===== config.mk =====
export PLATFORM = sky130hd
export DESIGN_NAME = sfx_stream_player
export DESIGN_NICKNAME = d
export VERILOG_FILES = /design/src/rtl/sfx_stream_player.sv
export SDC_FILE = /design/constraint.sdc
export NUM_CORES = 1
export LEC_CHECK = 0
export CAP_MARGIN = 20
export CORE_MARGIN = 5
export CORE_UTILIZATION = 63
export CTS_CLUSTER_DIAMETER = 60
export DETAILED_ROUTE_END_ITERATION = 8
export MAX_ROUTING_LAYER = met4
export PLACE_DENSITY = 0.88
export SETUP_SLACK_MARGIN = 0.3
export SYNTH_ARGS = -nofsm -noshare
export SYNTH_HDL_FRONTEND = slang
export SYNTH_SLANG_ARGS = --single-unit

===== constraint.sdc =====
create_clock -name clk -period 15.73 [get_ports clk]
set_input_delay 2.3595 -clock clk [delete_from_list [all_inputs] [get_ports clk]]
set_output_delay 2.3595 -clock clk [all_outputs]
set_load 0.1 [all_outputs]

===== src/rtl/sfx_stream_player.sv =====
// Multi-slot sound-effect sequencer: ROM fetch per tick, per-slot volume, priority arbitration, stereo Avalon-ST out.
// Define SFX_LOOP_EN to enable the per-slot ctrl register (bit0 loop, bit1 mute right).
module sfx_stream_player #(
    parameter int NUM_SFX       = 4,
    parameter int ADDR_W        = 15,
    parameter int SAMPLE_W      = 16,
    parameter int SAMPLE_PERIOD = 285,
    parameter int CNT_W         = 16
) (
    input  logic                clk,
    input  logic                reset,
    input  logic [15:0]         writedata,
    input  logic                write,
    input  logic                chipselect,
    input  logic [4:0]          address,
    input  logic [NUM_SFX-1:0]  sfx_trig,
    output logic [ADDR_W-1:0]   rom_addr,
    input  logic [SAMPLE_W-1:0] rom_rdata,
    input  logic                L_READY,
    input  logic                R_READY,
    output logic [SAMPLE_W-1:0] L_DATA,
    output logic [SAMPLE_W-1:0] R_DATA,
    output logic                L_VALID,
    output logic                R_VALID,
    output logic                busy,
    output logic [2:0]          active_slot,
    output logic [CNT_W-1:0]    overrun_cnt
);
    // state | meaning: IDLE wait for tick | FETCH rom_addr presented | CAPTURE scaled sample latched
    localparam logic [1:0] S_IDLE = 2'd0, S_FETCH = 2'd1, S_CAPTURE = 2'd2;
    localparam logic [3:0] NUM_SFX_L = 4'(NUM_SFX);
    localparam logic [CNT_W-1:0] TICK_LAST = CNT_W'(SAMPLE_PERIOD - 1);

    logic [ADDR_W-1:0]   r_base [NUM_SFX];
    logic [15:0]         r_len  [NUM_SFX];
    logic [3:0]          r_vol  [NUM_SFX];
`ifdef SFX_LOOP_EN
    logic [1:0]          r_ctrl [NUM_SFX];
`endif
    logic [1:0]          r_state;
    logic [CNT_W-1:0]    r_tick_cnt, r_overrun;
    logic                r_busy, r_seq_ok;
    logic [2:0]          r_active, r_fetch_slot;
    logic [15:0]         r_idx;
    logic [ADDR_W-1:0]   r_rom_addr;
    logic [SAMPLE_W-1:0] r_l_data, r_r_data;
    logic                r_l_valid, r_r_valid;

    logic                w_wr, w_slot_wr, w_trig_wr, w_stop, w_tick;
    logic [NUM_SFX-1:0]  w_req;
    logic                w_req_any, w_req_len_ok, w_accept;
    logic [2:0]          w_req_k;
    logic [ADDR_W-1:0]   w_cur_base;
    logic [15:0]         w_cur_len;
    logic                w_cur_loop, w_cap_mute;
    logic [3:0]          w_cap_vol;
    logic [SAMPLE_W-1:0] w_sample;
    logic                w_load_smp, w_load_sil, w_load, w_pending;

    assign w_wr      = chipselect && write;
    assign w_slot_wr = w_wr && ({1'b0, address[4:2]} < NUM_SFX_L);
    assign w_trig_wr = w_wr && (address == 5'h1F);
    assign w_stop    = w_trig_wr && writedata[15];
    assign w_req     = sfx_trig | (w_trig_wr ? writedata[NUM_SFX-1:0] : '0);
    assign w_tick    = (r_tick_cnt == TICK_LAST);

    always_comb begin
        w_req_any    = 1'b0;
        w_req_k      = '0;
        w_req_len_ok = 1'b0;
        w_cur_base   = '0;
        w_cur_len    = '0;
        w_cur_loop   = 1'b0;
        w_cap_vol    = '0;
        w_cap_mute   = 1'b0;
        for (int s = 0; s < NUM_SFX; s++) begin
            if (w_req[s]) begin
                w_req_any    = 1'b1;
                w_req_k      = 3'(s);
                w_req_len_ok = (r_len[s] != 16'd0);
            end
            if (r_active == 3'(s)) begin
                w_cur_base = r_base[s];
                w_cur_len  = r_len[s];
`ifdef SFX_LOOP_EN
                w_cur_loop = r_ctrl[s][0];
`endif
            end
            if (r_fetch_slot == 3'(s)) begin
                w_cap_vol  = r_vol[s];
`ifdef SFX_LOOP_EN
                w_cap_mute = r_ctrl[s][1];
`endif
            end
        end
    end

    assign w_accept   = w_req_any && w_req_len_ok && !w_stop && (!r_busy || (w_req_k >= r_active));
    assign w_sample   = SAMPLE_W'($signed(rom_rdata) >>> w_cap_vol);
    assign w_load_smp = (r_state == S_CAPTURE);
    assign w_load_sil = (r_state == S_IDLE) && w_tick && !r_busy;
    assign w_load     = w_load_smp || w_load_sil;
    assign w_pending  = (r_l_valid && !L_READY) || (r_r_valid && !R_READY);

    always_ff @(posedge clk or posedge reset) begin
        if (reset) begin
            for (int s = 0; s < NUM_SFX; s++) begin
                r_base[s] <= '0;
                r_len[s]  <= '0;
                r_vol[s]  <= '0;
`ifdef SFX_LOOP_EN
                r_ctrl[s] <= '0;
`endif
            end
        end else if (w_slot_wr) begin
            for (int s = 0; s < NUM_SFX; s++) begin
                if (address[4:2] == 3'(s)) begin
                    case (address[1:0])
                        2'd0: r_base[s] <= ADDR_W'(writedata);
                        2'd1: r_len[s]  <= writedata;
                        2'd2: r_vol[s]  <= writedata[3:0];
                        default: begin
`ifdef SFX_LOOP_EN
                            r_ctrl[s] <= writedata[1:0];
`endif
                        end
                    endcase
                end
            end
        end
    end

    always_ff @(posedge clk or posedge reset) begin
        if (reset) begin
            r_state      <= S_IDLE;
            r_tick_cnt   <= '0;
            r_busy       <= 1'b0;
            r_seq_ok     <= 1'b0;
            r_active     <= '0;
            r_fetch_slot <= '0;
            r_idx        <= '0;
            r_rom_addr   <= '0;
        end else begin
            r_tick_cnt <= w_tick ? '0 : r_tick_cnt + CNT_W'(1);
            case (r_state)
                S_IDLE: begin
                    if (w_tick && r_busy) begin
                        r_state      <= S_FETCH;
                        r_rom_addr   <= w_cur_base + ADDR_W'(r_idx);
                        r_fetch_slot <= r_active;
                        r_seq_ok     <= 1'b1;
                    end
                end
                S_FETCH: r_state <= S_CAPTURE;
                S_CAPTURE: begin
                    r_state  <= S_IDLE;
                    r_seq_ok <= 1'b0;
                    // r_seq_ok is cleared by stop/accept so a preempted fetch never advances the new slot
                    if (r_seq_ok) begin
                        if (({1'b0, r_idx} + 17'd1) >= {1'b0, w_cur_len}) begin
                            r_idx <= '0;
                            if (!w_cur_loop) begin
                                r_busy   <= 1'b0;
                                r_active <= '0;
                            end
                        end else begin
                            r_idx <= r_idx + 16'd1;
                        end
                    end
                end
                default: r_state <= S_IDLE;
            endcase
            if (w_stop) begin
                r_busy   <= 1'b0;
                r_active <= '0;
                r_seq_ok <= 1'b0;
            end else if (w_accept) begin
                r_busy   <= 1'b1;
                r_active <= w_req_k;
                r_idx    <= '0;
                r_seq_ok <= 1'b0;
            end
        end
    end

    always_ff @(posedge clk or posedge reset) begin
        if (reset) begin
            r_l_data  <= '0;
            r_r_data  <= '0;
            r_l_valid <= 1'b0;
            r_r_valid <= 1'b0;
            r_overrun <= '0;
        end else if (w_load) begin
            r_l_data  <= w_load_smp ? w_sample : '0;
            r_r_data  <= (w_load_smp && !w_cap_mute) ? w_sample : '0;
            r_l_valid <= 1'b1;
            r_r_valid <= 1'b1;
            if (w_pending && (r_overrun != '1))
                r_overrun <= r_overrun + CNT_W'(1);
        end else begin
            if (r_l_valid && L_READY) r_l_valid <= 1'b0;
            if (r_r_valid && R_READY) r_r_valid <= 1'b0;
        end
    end

    assign rom_addr    = r_rom_addr;
    assign L_DATA      = r_l_data;
    assign R_DATA      = r_r_data;
    assign L_VALID     = r_l_valid;
    assign R_VALID     = r_r_valid;
    assign busy        = r_busy;
    assign active_slot = r_active;
    assign overrun_cnt = r_overrun;
endmodule


# Word-level counts from Yosys, hierarchy flattened
# Cells that the tools add are included.
[op_classes] reduce_logical=53 order_cmp=3 mux=51 bitwise_logic=1 shifts=1 eq_ne=18 add_sub_neg=5
[op_table] operator="16-bit two-way mux" n=11
[op_table] operator="16-bit nonzero test" n=4
[op_table] operator="15-bit two-way mux" n=4
[op_table] operator="16-bit by 1-bit adder with 16-bit output, second input constant" n=3
[op_table] operator="3-bit AND reduction" n=13
[op_table] operator="1-bit two-way mux" n=21
[op_table] operator="3-bit two-way mux" n=7
[op_table] operator="4-bit two-way mux" n=5
[op_table] operator="3-bit by 2-bit equality test with 1-bit output, second input constant" n=6
[op_table] operator="16-bit by 1-bit adder with 17-bit output, second input constant" n=1
[op_table] operator="17-bit by 16-bit >= comparator with 1-bit output" n=1
[op_table] operator="16-bit by 9-bit equality test with 1-bit output, second input constant" n=1
[op_table] operator="16-bit inequality test, second input constant" n=1
[op_table] operator="16-bit by 4-bit >>> shifter with 16-bit output" n=1
[op_table] operator="15-bit adder" n=1
[op_table] operator="1-bit logical AND" n=15
[op_table] operator="3-bit by 1-bit equality test with 1-bit output, second input constant" n=3
[op_table] operator="3-bit logical NOT" n=3
[op_table] operator="3-bit nonzero test" n=3
[op_table] operator="2-bit AND reduction" n=3
[op_table] operator="5-bit equality test, second input constant" n=1
[op_table] operator="2-bit by 1-bit equality test with 1-bit output, second input constant" n=2
[op_table] operator="2-bit equality test, second input constant" n=2
[op_table] operator="1-bit logical NOT" n=4
[op_table] operator="12 further kinds" n=16
[totals] wordCells=156 inputBits=47 output_inout_bits=69 ff_bits=231

# Longest topological paths before layout
[logic_depth] depth_word=13 depth_mapped=13 ltp_nobuf=12

# Worst setup path before layout
# Ideal clock, no wire load.
[synth_path] path_kind="input to register" startpoint="input port address[3]" endpoint="register r_active[0], in the netlist active_slot[0]" required_time_ns=15.635 stages=12 setup_time_ns=0.095 n_path_buf=2 arrival_time_ns=4.367 path_slack_ns=11.268 path_cell_list="buf_2 and4_1 a41oi_1 nor2b_1 nor2_1 ha_1 o21ai_0 a32oi_1 a21boi_1 and2_4 buf_6 o31ai_1"
[synth_via] elab_chain_len=13 word_cells_on_any_way=28 classes_between="order compare: 1; eq/ne: 1; mux: 14; bitwise: 1; reduce/logical: 11"
[synth_rtl] item="start, declared" line_no="15" text="input logic [4:0] address,"
[synth_rtl] item="5-bit equality test *" line_no="62" text="assign w_trig_wr = w_wr && (address == 5'h1F);"
[synth_rtl] item="1-bit logical AND *" line_no="62"
[synth_rtl] item="branches (longest 11 deep; another with 3-bit >= comparator)"
[synth_rtl] item="end signal, assigned" line_no="179" text="r_active <= w_req_k;"
[synth_rtl] item="end, declared" line_no="43" text="logic [2:0] r_active, r_fetch_slot;"
# Every way passes the cells marked *.
# A chain may end at the register's enable or synchronous reset.

# Worst setup path in the final report
# Same ends and word-level chain as after synthesis.

==> out/metrics.cfg <==
[run_status]
status=completed

[routing]
wl_per_cell_um=21.25
drt_pass1_iterations=8
ant_nets=0
totalWireLength_um=30170
num_vias=8978
drtIter0Drc=859
drc=0
via_per_inst=6.323

[logic_synthesis]
synth-adder-area-share_pct=3.816
yosysMostFrequentCell=dfrtp_1
synthXorXnorAreaFrac_pct=3.481
synth_cell_types=77
postSynth.asyncResetShare_pct=100.0
synth_seq_area_share_pct=46.48
yosys-top-cells-count=229 x dfrtp_1, 130 x mux2_2, 100 x nand2_1
synthSimpleGateAreaFrac_pct=12.17
yosysTopAreaCellShare_pct=46.48
ys_top_cells_by_area=dfrtp_1 46%, mux2_2 12%, mux4_2 6.2%
ys_warn_count=0
ys_seq_elements=229
postSynthAreaPerCell_um2=11.64
synth_mux_area_share_pct=21.79
synth_top_family_by_area=multiplexers
syn_area_mm2=0.01233
synthesis.nets=1143
postSynthCellCount=1059
synth_edf_count=0
synth-main-ff-cell=dfrtp_1
synth-compound-area-share_pct=8.130
yosysTopAreaCell=dfrtp_1

[power_and_ir_drop]
power.total_uw=1696
leakage_uw=0.006527
p_per_area_mw_per_mm2=119.1
vdd_drop_max_mv=0.1652

[worst_setup_path]
regToRegSetupSlack_ns=11.88
cpLargestDelayFamily=compound AO/OA/AOI/OAI gates
slowest_delay_ns=0.63
regToRegEndpoint=active_slot[0]
critPathKind=in2reg
path_cells=clkdlybuf4s50_1 > and4_1 > a41oi_1 > nor2b_1 > nor2_1 > ha_1 > o21ai_0 > a32oi_1 > a21boi_1 > and2_4 > o31ai_1
worstSetupStartpointType=primary input
critical_path.endpoint_type=register
cp-endpoint=active_slot[0]
crit_buf_inv=1
reg2reg_depth=13
slowest_stage=clkdlybuf4s50_1
required_ns=16.14
cp.depth=11
rr_startpoint=r_idx[1]
cp-startpoint=address[3]
cp_max_fo=20
arrival_ns=5.31

[floorplanning]
core_mm2=0.01933
start_util_pct=63.76
placementRows=51
io_pins=116
dieArea_mm2=0.02247
fp.dieH_um=149.9
dieWidth_um=149.9

[timing]
hold_viol=0
setup_tns_ns=0
finalCritPeriodShare_pct=31.15
slew_headroom_pct=33.79
clock_skew_ns=0.02322
finalSetupViolations=0
fmax_mhz=204.1
worst_slew_pin_slew_ns=0.9900
period_needed_ns=4.901
rsz0062_at_grt=false
drv_slew=0

[global_routing]
antenna_found_initial=0
grtUsageTotal_pct=28.17
grt_pass1_vias=9112
grt_pass1_wl_um=48730
grt.overflow.total=0
grt_max_degree=97

[finish]
area_delta_synth_final_pct=15.44
antenna_cells=0
num-fill-cells=1256
fin_nets=1224
layout-drive-gt1-share_pct=19.48

[placed_design]
dp_hpwl_um=20540
place.gp.congestion=0.9479
port_buffers=114

[cts]
cts_buffer_depth=3
cts_made_buffers=23
cts_tree=yes
clk_latency_ns=0.53
cts_hold_buf=0
cts-resized-gates=0
cts_root_buffer=clkbuf_16
cts_max_level=1
path_clk_slew_ns=0.06
cts_sinks=229
post_cts_buffers=0

[run]
maxCapViolations=0

[hold_path]
hold_class=reg2reg

==> stage by stage <==
| stage | hold slack (ns) | setup WS, ns | instance area, µm² | util [%] | std cells |
|---|---|---|---|---|---|
| 3_3_place_gp | 0.4600 | 10.64 | 13490 | 69.75 | 1380 |
| 4_1_cts | 0.4826 | 10.87 | 14230 | 73.60 | 1420 |
| 6_report | 0.4749 | 10.83 | 14230 | 73.60 | 1420 |
| 2_1_floorplan | 0.4446 | 7.094 | 12330 | - | 1059 |
| 3_5_place_dp | 0.4669 | 10.47 | 13490 | 69.75 | 1380 |
| 5_1_grt | 0.5011 | 10.64 | 14230 | 73.60 | 1420 |
==> worst min-delay path, delay by kind of cell, from the launching register on <==
kind,cells,cell delay (ns)
DFF,1,0.34
and+or+nand+nor,2,0.10
==> power breakdown <==
part | total (µW) | switching [µW] | internal, µW
Sequential | 684 | 50.2 | 634
Combinational | 468 | 271 | 196
Clock | 544 | 228 | 315
Total | 1700 | 550 | 1150
==> flip-flops by register name, summed over array words and instances (netlist names), 15 cells and up <==
signal       cells
rom_addr        15
R_DATA          16
r_len           64
r_base          60
r_idx           16
r_vol           16
overrun_cnt     16
r_tick_cnt      16
==> cell type report <==
class / instances / area (µm²) / share of cell area (%)
Multi-Input combinational cell: 734 / 6097 / 42.84
Sequential cell: 229 / 5732 / 40.28
Timing Repair Buffer: 123 / 1209 / 8.493
Clock buffer: 35 / 680.7 / 4.783
Tap cell: 265 / 331.6 / 2.330
Inverter: 29 / 116.4 / 0.8177
Clock inverter: 5 / 65.06 / 0.4572
==> cell families (layout without fill, tap and decap cells) <==
family	after synthesis	after routing
AO/OA/AOI/OAI	149	149
XOR/XNOR	49	49
adder cells (fa/ha/maj)	37	37
buffers and inverters	96	192
flip-flops	229	229
multiplexers	207	207
other	1	1
AND/OR/NAND/NOR	291	291
==> routing by layer <==
metal	GRT usage, %	wire length (µm)
met3	4.755	2133
met1	38.03	12520
met4	7.502	866
met2	44.92	14650
met5	-	0
==> placed cells by master, fill, tap and decap left out, types with 7 or more instances in the layout <==
cell             instances
a211oi_1                10
a21o_1                  10
a21oi_1                 29
a31oi_1                  8
a32oi_1                  9
and3_1                  10
buf_4                    9
clkbuf_16               23
clkdlybuf4s50_1        114
dfrtp_1                228
ha_1                    36
inv_1                   27
mux2_2                 130
mux2i_1                 37
mux4_2                  34
nand2_1                100
nand3_1                 30
nand4_1                  8
nor2_1                  42
nor2b_1                  9
nor3_1                  24
nor4_1                  23
o21ai_0                 32
o31ai_1                  7
xnor2_1                 19
xor2_1                  30
==> worst min path at each step <==
| stage | end | cells past startpoint | startpoint | slack [ns] |
|---|---|---|---|---|
| floorplan | r_vol[4] | 2 | r_vol[4] | 0.44 |
| global placement | r_vol[4] | 2 | r_vol[4] | 0.46 |
| detailed placement | r_tick_cnt[15] | 1 | r_tick_cnt[15] | 0.47 |
| CTS | rom_addr[8] | 2 | rom_addr[8] | 0.48 |
| global route | rom_addr[8] | 2 | rom_addr[8] | 0.50 |
| finish | rom_addr[1] | 2 | rom_addr[1] | 0.47 |
No activity file was read; power rests on OpenSTA's default activity.
